### src/rtl/sb_pkg.sv
// Shared types and constants for the load scoreboard: tag layout, x0 tag, default depth.
package sb_pkg;

  localparam int TAG_W         = 7;
  localparam int TAG_VALID     = 6;
  localparam int TAG_FREG      = 5;
  localparam int REGNUM_W      = 5;
  localparam int DEPTH_DEFAULT = 4;

  typedef logic [TAG_W-1:0] tag_t;

  // Integer register zero: valid bit set, integer file, regnum 0.
  localparam tag_t X0_TAG = 7'b100_0000;

  function automatic logic tag_tracked(input tag_t t);
    return t[TAG_VALID] && (t != X0_TAG);
  endfunction

endpackage

### src/rtl/tag_fifo.sv
// In-order circular queue of outstanding load tags; exports storage, per-entry valid and head marker.
module tag_fifo
  import sb_pkg::*;
#(
  parameter int DEPTH = DEPTH_DEFAULT,
  parameter int TAGW  = TAG_W
) (
  input  logic                          clk_i,
  input  logic                          rst_i,
  input  logic                          push_i,
  input  logic                          pop_i,
  input  logic [TAGW-1:0]               push_tag_i,
  output logic [DEPTH-1:0][TAGW-1:0]    entries_o,
  output logic [DEPTH-1:0]              entry_valid_o,
  output logic [DEPTH-1:0]              head_onehot_o,
  output logic [$clog2(DEPTH+1)-1:0]    count_o,
  output logic                          full_o
);

  localparam int PW = $clog2(DEPTH);
  localparam int CW = $clog2(DEPTH + 1);

  logic [DEPTH-1:0][TAGW-1:0] mem_q, mem_d;
  logic [PW-1:0]              wr_ptr_q, wr_ptr_d;
  logic [PW-1:0]              rd_ptr_q, rd_ptr_d;
  logic [CW-1:0]              count_q, count_d;

  // Caller never pushes into a full queue without a pop, nor pops an empty one.
  always_comb begin
    mem_d    = mem_q;
    wr_ptr_d = wr_ptr_q;
    rd_ptr_d = rd_ptr_q;
    count_d  = count_q;
    if (push_i) begin
      mem_d[wr_ptr_q] = push_tag_i;
      wr_ptr_d        = wr_ptr_q + PW'(1);
    end
    if (pop_i) begin
      rd_ptr_d = rd_ptr_q + PW'(1);
    end
    count_d = count_q + CW'(push_i) - CW'(pop_i);
  end

  always_ff @(posedge clk_i) begin
    if (rst_i) begin
      mem_q    <= '0;
      wr_ptr_q <= '0;
      rd_ptr_q <= '0;
      count_q  <= '0;
    end else begin
      mem_q    <= mem_d;
      wr_ptr_q <= wr_ptr_d;
      rd_ptr_q <= rd_ptr_d;
      count_q  <= count_d;
    end
  end

  // Entry i is live when its distance from the head is below the occupancy.
  always_comb begin
    entry_valid_o = '0;
    head_onehot_o = '0;
    for (int i = 0; i < DEPTH; i++) begin
      logic [PW-1:0] off;
      off              = PW'(i) - rd_ptr_q;
      entry_valid_o[i] = (CW'(off) < count_q);
      head_onehot_o[i] = (PW'(i) == rd_ptr_q);
    end
  end

  assign entries_o = mem_q;
  assign count_o   = count_q;
  assign full_o    = (count_q == CW'(DEPTH));

endmodule

### src/rtl/load_scoreboard.sv
// Load-use scoreboard: stalls issue on pending load destinations and steers wb_memdata forwarding.
// Optional SCOREBOARD_CHECK_EN adds a sticky err output for unexpected or out-of-order returns.
module load_scoreboard
  import sb_pkg::*;
#(
  parameter int DEPTH = DEPTH_DEFAULT,
  parameter int TAGW  = TAG_W
) (
  input  logic                       clk,
  input  logic                       rst,
  input  logic                       issue_valid,
  input  logic [TAGW-1:0]            issue_rs1,
  input  logic [TAGW-1:0]            issue_rs2,
  input  logic                       issue_is_load,
  input  logic [TAGW-1:0]            issue_rd,
  input  logic                       wb_mre,
  input  logic [TAGW-1:0]            wb_rd,
  output logic                       stall,
  output logic                       fwd1,
  output logic                       fwd2,
  output logic [$clog2(DEPTH+1)-1:0] pending,
  output logic                       full
`ifdef SCOREBOARD_CHECK_EN
  ,
  output logic                       err
`endif
);

  localparam int CW = $clog2(DEPTH + 1);

  logic [DEPTH-1:0][TAGW-1:0] entries;
  logic [DEPTH-1:0]           entry_valid;
  logic [DEPTH-1:0]           head_onehot;
  logic [CW-1:0]              count;
  logic                       fifo_full;
  logic                       push, pop;
  logic                       haz1, haz2, cap_haz;

  function automatic logic tracked(input logic [TAGW-1:0] t);
    return t[TAGW-1] && (t != TAGW'(X0_TAG));
  endfunction

  tag_fifo #(
    .DEPTH (DEPTH),
    .TAGW  (TAGW)
  ) u_tag_fifo (
    .clk_i         (clk),
    .rst_i         (rst),
    .push_i        (push),
    .pop_i         (pop),
    .push_tag_i    (issue_rd),
    .entries_o     (entries),
    .entry_valid_o (entry_valid),
    .head_onehot_o (head_onehot),
    .count_o       (count),
    .full_o        (fifo_full)
  );

  // The head leaving this cycle no longer blocks; a younger duplicate still does.
  always_comb begin
    pop  = wb_mre && (count != '0);
    haz1 = 1'b0;
    haz2 = 1'b0;
    for (int i = 0; i < DEPTH; i++) begin
      if (entry_valid[i] && !(pop && head_onehot[i])) begin
        if (entries[i] == issue_rs1) haz1 = 1'b1;
        if (entries[i] == issue_rs2) haz2 = 1'b1;
      end
    end
    haz1    = haz1 && tracked(issue_rs1);
    haz2    = haz2 && tracked(issue_rs2);
    cap_haz = issue_is_load && fifo_full && !wb_mre;
    stall   = issue_valid && (haz1 || haz2 || cap_haz);
    fwd1    = issue_valid && issue_rs1[TAGW-1] && wb_mre && (issue_rs1 == wb_rd);
    fwd2    = issue_valid && issue_rs2[TAGW-1] && wb_mre && (issue_rs2 == wb_rd);
    push    = issue_valid && issue_is_load && !stall && tracked(issue_rd);
  end

  assign pending = count;
  assign full    = fifo_full;

`ifdef SCOREBOARD_CHECK_EN
  logic [TAGW-1:0] head_tag;
  logic            err_q, err_d;

  always_comb begin
    head_tag = '0;
    for (int i = 0; i < DEPTH; i++) begin
      if (head_onehot[i]) head_tag = entries[i];
    end
    err_d = err_q;
    if (wb_mre && ((count == '0) || (wb_rd != head_tag))) err_d = 1'b1;
  end

  always_ff @(posedge clk) begin
    if (rst) err_q <= 1'b0;
    else     err_q <= err_d;
  end

  assign err = err_q;
`endif

endmodule

### config.mk
export PLATFORM = sky130hd
export DESIGN_NAME = load_scoreboard
export DESIGN_NICKNAME = d
export VERILOG_FILES = /design/src/rtl/sb_pkg.sv /design/src/rtl/tag_fifo.sv /design/src/rtl/load_scoreboard.sv
export SDC_FILE = /design/constraint.sdc
export NUM_CORES = 1
export LEC_CHECK = 0
export ABC_AREA = 1
export BUFFER_PORTS_ARGS = -buffer_cell sky130_fd_sc_hd__buf_2
export CORE_ASPECT_RATIO = 1.75
export CORE_UTILIZATION = 40
export DETAILED_ROUTE_END_ITERATION = 16
export GPL_ROUTABILITY_DRIVEN = 0
export MAX_ROUTING_LAYER = met4
export PLACE_DENSITY_LB_ADDON = 0.2
export REMOVE_ABC_BUFFERS = 1
export SYNTH_ARGS = -nofsm -noshare
export SYNTH_HDL_FRONTEND = slang
export SYNTH_SLANG_ARGS = --single-unit
### constraint.sdc
create_clock -name clk -period 3.5 [get_ports clk]
set_clock_uncertainty 0.1 [all_clocks]
set_input_delay 0.7 -clock clk [delete_from_list [all_inputs] [get_ports clk]]
set_output_delay 0.7 -clock clk [all_outputs]
set_load 0.03 [all_outputs]
=== Word-level counts from Yosys, hierarchy flattened ===
Index checks and enable logic that the tools add are counted.

* Input bits: 33
* Output and inout port bits: 7
* Bits in registers: 35

* Mux-type cells: 19
* Equal/unequal tests: 17
* Add/sub/neg operators: 8
* Reduce and logical (&&, ||, !) cells: 37
* Magnitude comparators: 6

{| class="wikitable"
|+ Operators with widths
! operator !! count
|-
| $eq A7 B7 Y1 || 10
|-
| $bwmux W28 || 1
|-
| $logic_and A1 B1 Y1 || 27
|-
| $ne A7 B7 Y1 const B || 3
|-
| $mux W1 || 16
|-
| $demux W7 S2 || 1
|-
| $lt A2 B3 Y1 || 4
|-
| $mux W7 || 1
|-
| $logic_not A1 Y1 || 6
|-
| $add A2 B1 Y2 const B || 2
|-
| $eq A2 B2 Y1 const A || 2
|-
| $sub A1 B2 Y2 const A || 2
|-
| $sub A2 B2 Y2 const A || 2
|-
| $add A3 B1 Y3 || 1
|-
| $eq A3 B3 Y1 const B || 1
|-
| $lt A2 B3 Y1 const B || 1
|-
| $reduce_bool A3 Y1 || 1
|-
| $sub A3 B1 Y3 || 1
|-
| $eq A1 B2 Y1 const A || 1
|-
| $ge A2 B1 Y1 const B || 1
|-
| $logic_not A2 Y1 || 1
|-
| $logic_or A1 B1 Y1 || 2
|}

=== Logic depth before layout (Yosys ltp) ===
* Depth after elaboration: 21
* Mapped depth: 21
* Gate-level depth less buffers: 21

=== Modules after synthesis ===
Synthesis repeated with hierarchy kept, for this count alone.

* Cells, all modules: 413
* Area, all modules: 2678.8 um2

{| class="wikitable"
|+ By module, submodules not included
! module !! area each (um2) !! times used !! cells each
|-
| tag_fifo || 1487.7 || 1 || 185
|-
| load_scoreboard || 1191.1 || 1 || 228
|}

=== Least setup slack after synthesis ===
Ideal clock, no wire load.

* Path type: in2out
* Start point: in issue_rs1[3]
* End point: out fwd1
* Path slack: -25 ps
* Data required time: 2700 ps
* Arrival time: 2725 ps
* Cell stages on the path: 5
* Path buffers: 1
* Cell sequence: buf_2 > o21ai_0 > a221oi_1 > nand3_1 > a2111oi_0

* Cells in the longest elaborated chain, start to end: 2

{| class="wikitable"
|+ Ends and longest elaborated chain
! what !! RTL line !! source
|-
| start: declaration || load_scoreboard.sv:12 || <nowiki>input logic [TAGW-1:0] issue_rs1,</nowiki>
|-
| $eq A7 B7 Y1 || load_scoreboard.sv:74 || <nowiki>fwd1 = issue_valid && issue_rs1[TAGW-1] && wb_mre && (issue_rs1 == wb_rd);</nowiki>
|-
| $logic_and A1 B1 Y1 || load_scoreboard.sv:74 ||
|-
| end: declaration || load_scoreboard.sv:19 || <nowiki>output logic fwd1,</nowiki>
|}

No other way between the ends.

=== Worst setup path in the final report ===
* Start point: reg u_tag_fifo.rd_ptr_q[0]
* End point: out stall

* Cells in the longest elaborated chain, start to end: 15

{| class="wikitable"
|+ Ends and longest elaborated chain
! what !! RTL line !! source
|-
| start: declaration || tag_fifo.sv:25 || <nowiki>logic [PW-1:0] rd_ptr_q, rd_ptr_d;</nowiki>
|-
| start signal: assignment || tag_fifo.sv:53 || <nowiki>rd_ptr_q <= rd_ptr_d;</nowiki>
|-
| parallel branches: the longest is 12 deep, another holds $lt A2 B3 Y1 || n/a ||
|-
| $logic_or A1 B1 Y1 * (2 in series) || load_scoreboard.sv:73 || <nowiki>stall = issue_valid && (haz1 || haz2 || cap_haz);</nowiki>
|-
| $logic_and A1 B1 Y1 * || load_scoreboard.sv:73 ||
|-
| end: declaration || load_scoreboard.sv:18 || <nowiki>output logic stall,</nowiki>
|}

Mark *: on every way between the ends.

==> key figures <==
Yosys
  • Cell variety after synth: 35
  • Cells after synthesis: about 500
  • Post-synth top area share: between 20% and 30%
  • Mapped Area: approximately 3100 sq um
  • Synth warnings: 0
  • Synth area leaders: dfxtp_1, nand2_1, inv_1, nor2_1, ha_1
  • Seq/Total Area, Yosys: approximately 22%
  • Syn avg cell area: roughly 6.3 sq um
  • Cell taking the most area after synthesis: dfxtp_1
  • Yosys reg bits: 35

Cells and area
  • Multi-input logic area: between 1500 and 2000 sq um
  • Area growth syn-to-layout: 13.0%
  • Post-route insts no fill: approximately 620
  • Layout cells sized above 1: between 10% and 20%
  • Final Util: a little under half
  • Fillers: about 800
  • FF+latch area: between 700 and 800 sq um
  • # diodes: 0
  • Nets: 580

Floorplanning
  • Die Ht: between 100 and 150 um
  • Starting Density: approximately 41%
  • FP Rows: 42
  • I/O pins: 40
  • Core Box Area: between 7000 and 8000 sq um
  • Die X: roughly 69 um
  • Full die area: slightly above 8000 sq um

STA
  • Final Max Slew Viols: 0
  • Crit path time final: 3300 ps
  • Final setup vio count: 0
  • Measured slew at the worst slew-check pin: a little over 800 ps
  • Rel. slew slack: 44.5%
  • Final Hold Vio Count: 0
  • RSZ-0062 raised after global routing: false
  • Setup tns final: 0 ps
  • Post-route clock period utilization: roughly 94%
  • Maximum clock rate: 303 MHz

Power
  • Internal power: around 1.0 mW
  • Pwr/cell area: 492 nW/um^2
  • Sw Share: roughly 40%
  • Psw: just over 0.7 mW
  • Leakage power: 1.81 nW
  • Clock power frac: just over 30%
  • Comb pwr share: 41.3%
  • Maximum VDD drop: roughly 0.4 mV
  • Part of the power in registers: 28.0%
  • Tot Pwr: approximately 1.7 mW

Setup path
  • Setup Crit Path Kind: reg2out
  • Setup crit end kind: output pin
  • Delay-heaviest family, CP: adder cells
  • Worst-path fanout max: 5
  • Capturing point of the worst reg2reg path: u_tag_fifo.count_o[2]$_SDFF_PP0_
  • Crit-path cells: inv_1 -> ha_1 -> inv_1 -> ha_1 -> inv_1 -> nor2_1 -> a21oi_2 -> o21ai_2 -> inv_2 -> nand2_1 -> nand2_1 -> o21ai_2 -> nand2_2 -> o21ai_1 -> inv_1 -> buf_2
  • Critical Path RT: 2700 ps
  • CP Launch Type: flop
  • Buf/Inv on CP: 6
  • Setup slack, reg-to-reg: around 460 ps
  • R2R cell count: 21
  • Worst setup path start: u_tag_fifo.rd_ptr_q[0]$_SDFFE_PP0P_
  • R2r startpoint: u_tag_fifo.rd_ptr_q[0]$_SDFFE_PP0P_
  • Crit path DAT: 2500 ps
  • Cell repeated most along the worst path: inv_1
  • Worst stage delay on the critical path: roughly 350 ps
  • Slowest stage cell, crit path: dfxtp_2

GRT
  • Aggregate global routing overflow: 0
  • Grt met2 use: between 40 and 50%
  • Grt met3 use: 3.07%
  • Initial antenna violation count: 0
  • Busiest grt layer: met2
  • Total track usage: approximately a quarter
  • Met1 Usage GRT: between 20% and 30%
  • Vias in the first global route: between 2k and 3k
  • Largest net degree at the start of global routing: 30
  • First-pass GRT wire length: around 14,000 um

Detailed routing
  • Routed Antenna Nets: 0
  • Vias: about 3.0k
  • Post-Route WL: about 9000 um
  • Vias per cell: 4.90
  • # DRC: 0
  • DR pass1 iterations: 4
  • Detailed Route Iter0 Violations: roughly 120
  • Wire length per cell: 14.5 um

Clocking
  • Worst-Skew Late Latency: about 290 ps
  • CTS Hold Bufs: 0
  • H-tree levels: 2
  • CTS Root Buffer Type: clkbuf_16
  • CTS clk-pin slew, worst paths: approximately 60 ps
  • TritonCTS clock tree: built
  • Num Clock Sinks: 35
  • TritonCTS buffer count: 5
  • Longest Clk Path Bufs: 2

Min path
  • WHS Endpoint: u_tag_fifo.entries_o[6]$_SDFFE_PP0P_
  • Hold WC Path Type: reg2reg
  • Min-Delay Startpoint: u_tag_fifo.entries_o[6]$_SDFFE_PP0P_
  • Hold depth: 2

Outcome
  • Outcome: finished, final reports clean

Job
  • Max Cap Viol: 0

Placed design
  • Cells after DPL: between 600 and 700
  • # port buffers: 39
  • DP Wirelength: 7300 um
tightest hold or removal path, delay by kind of cell (launching register included):
kind	cells	cell delay [ps]
AO/OA/AOI/OAI	1	60
buffers and inverters	1	60
flip-flops	1	340
cell usage in the layout, fill, tap and decap left out, drive strengths merged:
| cell | instances |
|---|---|
| a221oi | 2 |
| xnor2 | 20 |
| xor2 | 16 |
| o21bai | 1 |
| nand4 | 32 |
| o21ai | 9 |
| a21oi | 10 |
| nand2 | 143 |
| dfxtp | 35 |
| clkinv | 1 |
| nor4 | 3 |
| bufinv | 1 |
| clkbuf | 6 |
| nor3 | 1 |
| buf | 42 |
| nor2 | 64 |
| o2111ai | 1 |
| fa | 1 |
| inv | 102 |
| a2111oi | 1 |
| o211ai | 1 |
| ha | 14 |
| nand3 | 23 |
| o31ai | 1 |
| o22ai | 3 |
through the flow:
stage / hold WS, ps / area, sq um / worst slack, ps
2_1_floorplan: 360 / 3040 / 112
3_3_place_gp: 378 / 3370 / 378
3_5_place_dp: 383 / 3370 / 389
4_1_cts: 401 / 3540 / 69.2
5_1_grt: 422 / 3550 / 33.1
6_report: 399 / 3550 / 200
routing by layer:
layer / wire length (um) / vias up
met3: 231 / 24
met4: 406 / 0
met2: 4850 / 63
li1: - / 1602
met1: 3490 / 1351
met5: 0 / -
what timing repair did:
item,CTS,global route
buffers inserted,0,0
gates resized for setup,0,4
setup endpoints to repair,0,1
endpoints found under the hold margin,0,0
cell families (layout without fill, tap and decap cells):
family                     after synthesis  in the layout  share of synthesized area, %
and+or+nand+nor                        266            266                          39.9
DFF                                     35             35                          22.3
AOI/OAI and AO/OA                       29             29                          6.06
buffers and inverters                  121            152                          15.4
adders and majority gates               15             15                          6.22
xor gates and xnor gates                36             36                          10.0
synth_stat cells:
| cell | number |
|---|---|
| buf_2 | 12 |
| fa_1 | 1 |
| xor2_1 | 16 |
| nand2_4 | 1 |
| a221oi_1 | 2 |
| nor3_1 | 1 |
| buf_1 | 1 |
| o31ai_1 | 1 |
| clkbuf_1 | 4 |
| nor4_1 | 3 |
| nor2_4 | 1 |
| nand2_1 | 138 |
| ha_1 | 14 |
| nor2_2 | 3 |
| xnor2_1 | 20 |
| inv_1 | 86 |
| inv_2 | 16 |
| nand4_1 | 28 |
| nand3_4 | 1 |
| o21ai_2 | 2 |
| o21bai_4 | 1 |
| nand4_4 | 4 |
| nand2_2 | 4 |
| nor2_8 | 2 |
| nor2_1 | 58 |
| o21ai_1 | 1 |
| buf_6 | 2 |
| dfxtp_1 | 35 |
| o21ai_0 | 6 |
| a2111oi_0 | 1 |
| o22ai_1 | 3 |
| a21oi_1 | 10 |
| o2111ai_1 | 1 |
| o211ai_1 | 1 |
| nand3_1 | 22 |
registers in the layout, summed over array words and instances, names as in the netlist:
signal and flops:
u_tag_fifo.rd_ptr_q 2, u_tag_fifo.entries_o 28, u_tag_fifo.count_o 3, u_tag_fifo.wr_ptr_q 2
power by group through the flow:
stage,logic [mW],clock network (mW),registers (mW)
floorplan,0.485,0,0.518
global placement,0.703,0,0.496
finish,0.721,0.536,0.489
detailed placement,0.714,0,0.497
CTS,0.718,0.542,0.487
global route,0.820,0.562,0.494
final cells by class:
cell class	count	area share, %
multi-input combinational	346	55.2
sequential	35	19.8
inverter	102	10.8
timing repair buffer	42	6.14
clock buffer	6	3.92
tap	88	3.11
clock inverter	2	0.988
worst max-delay path by stage:
| stage | end | slack, ps | cells after the start |
|---|---|---|---|
| after global placement | stall | 380 | 16 |
| after detailed placement | stall | 390 | 16 |
| after floorplan | fwd1 | 110 | 4 |
| after global routing | stall | 30 | 16 |
| after CTS | stall | 70 | 16 |
| final | stall | 200 | 16 |
Note: power is estimated with default switching activity, not from simulation.
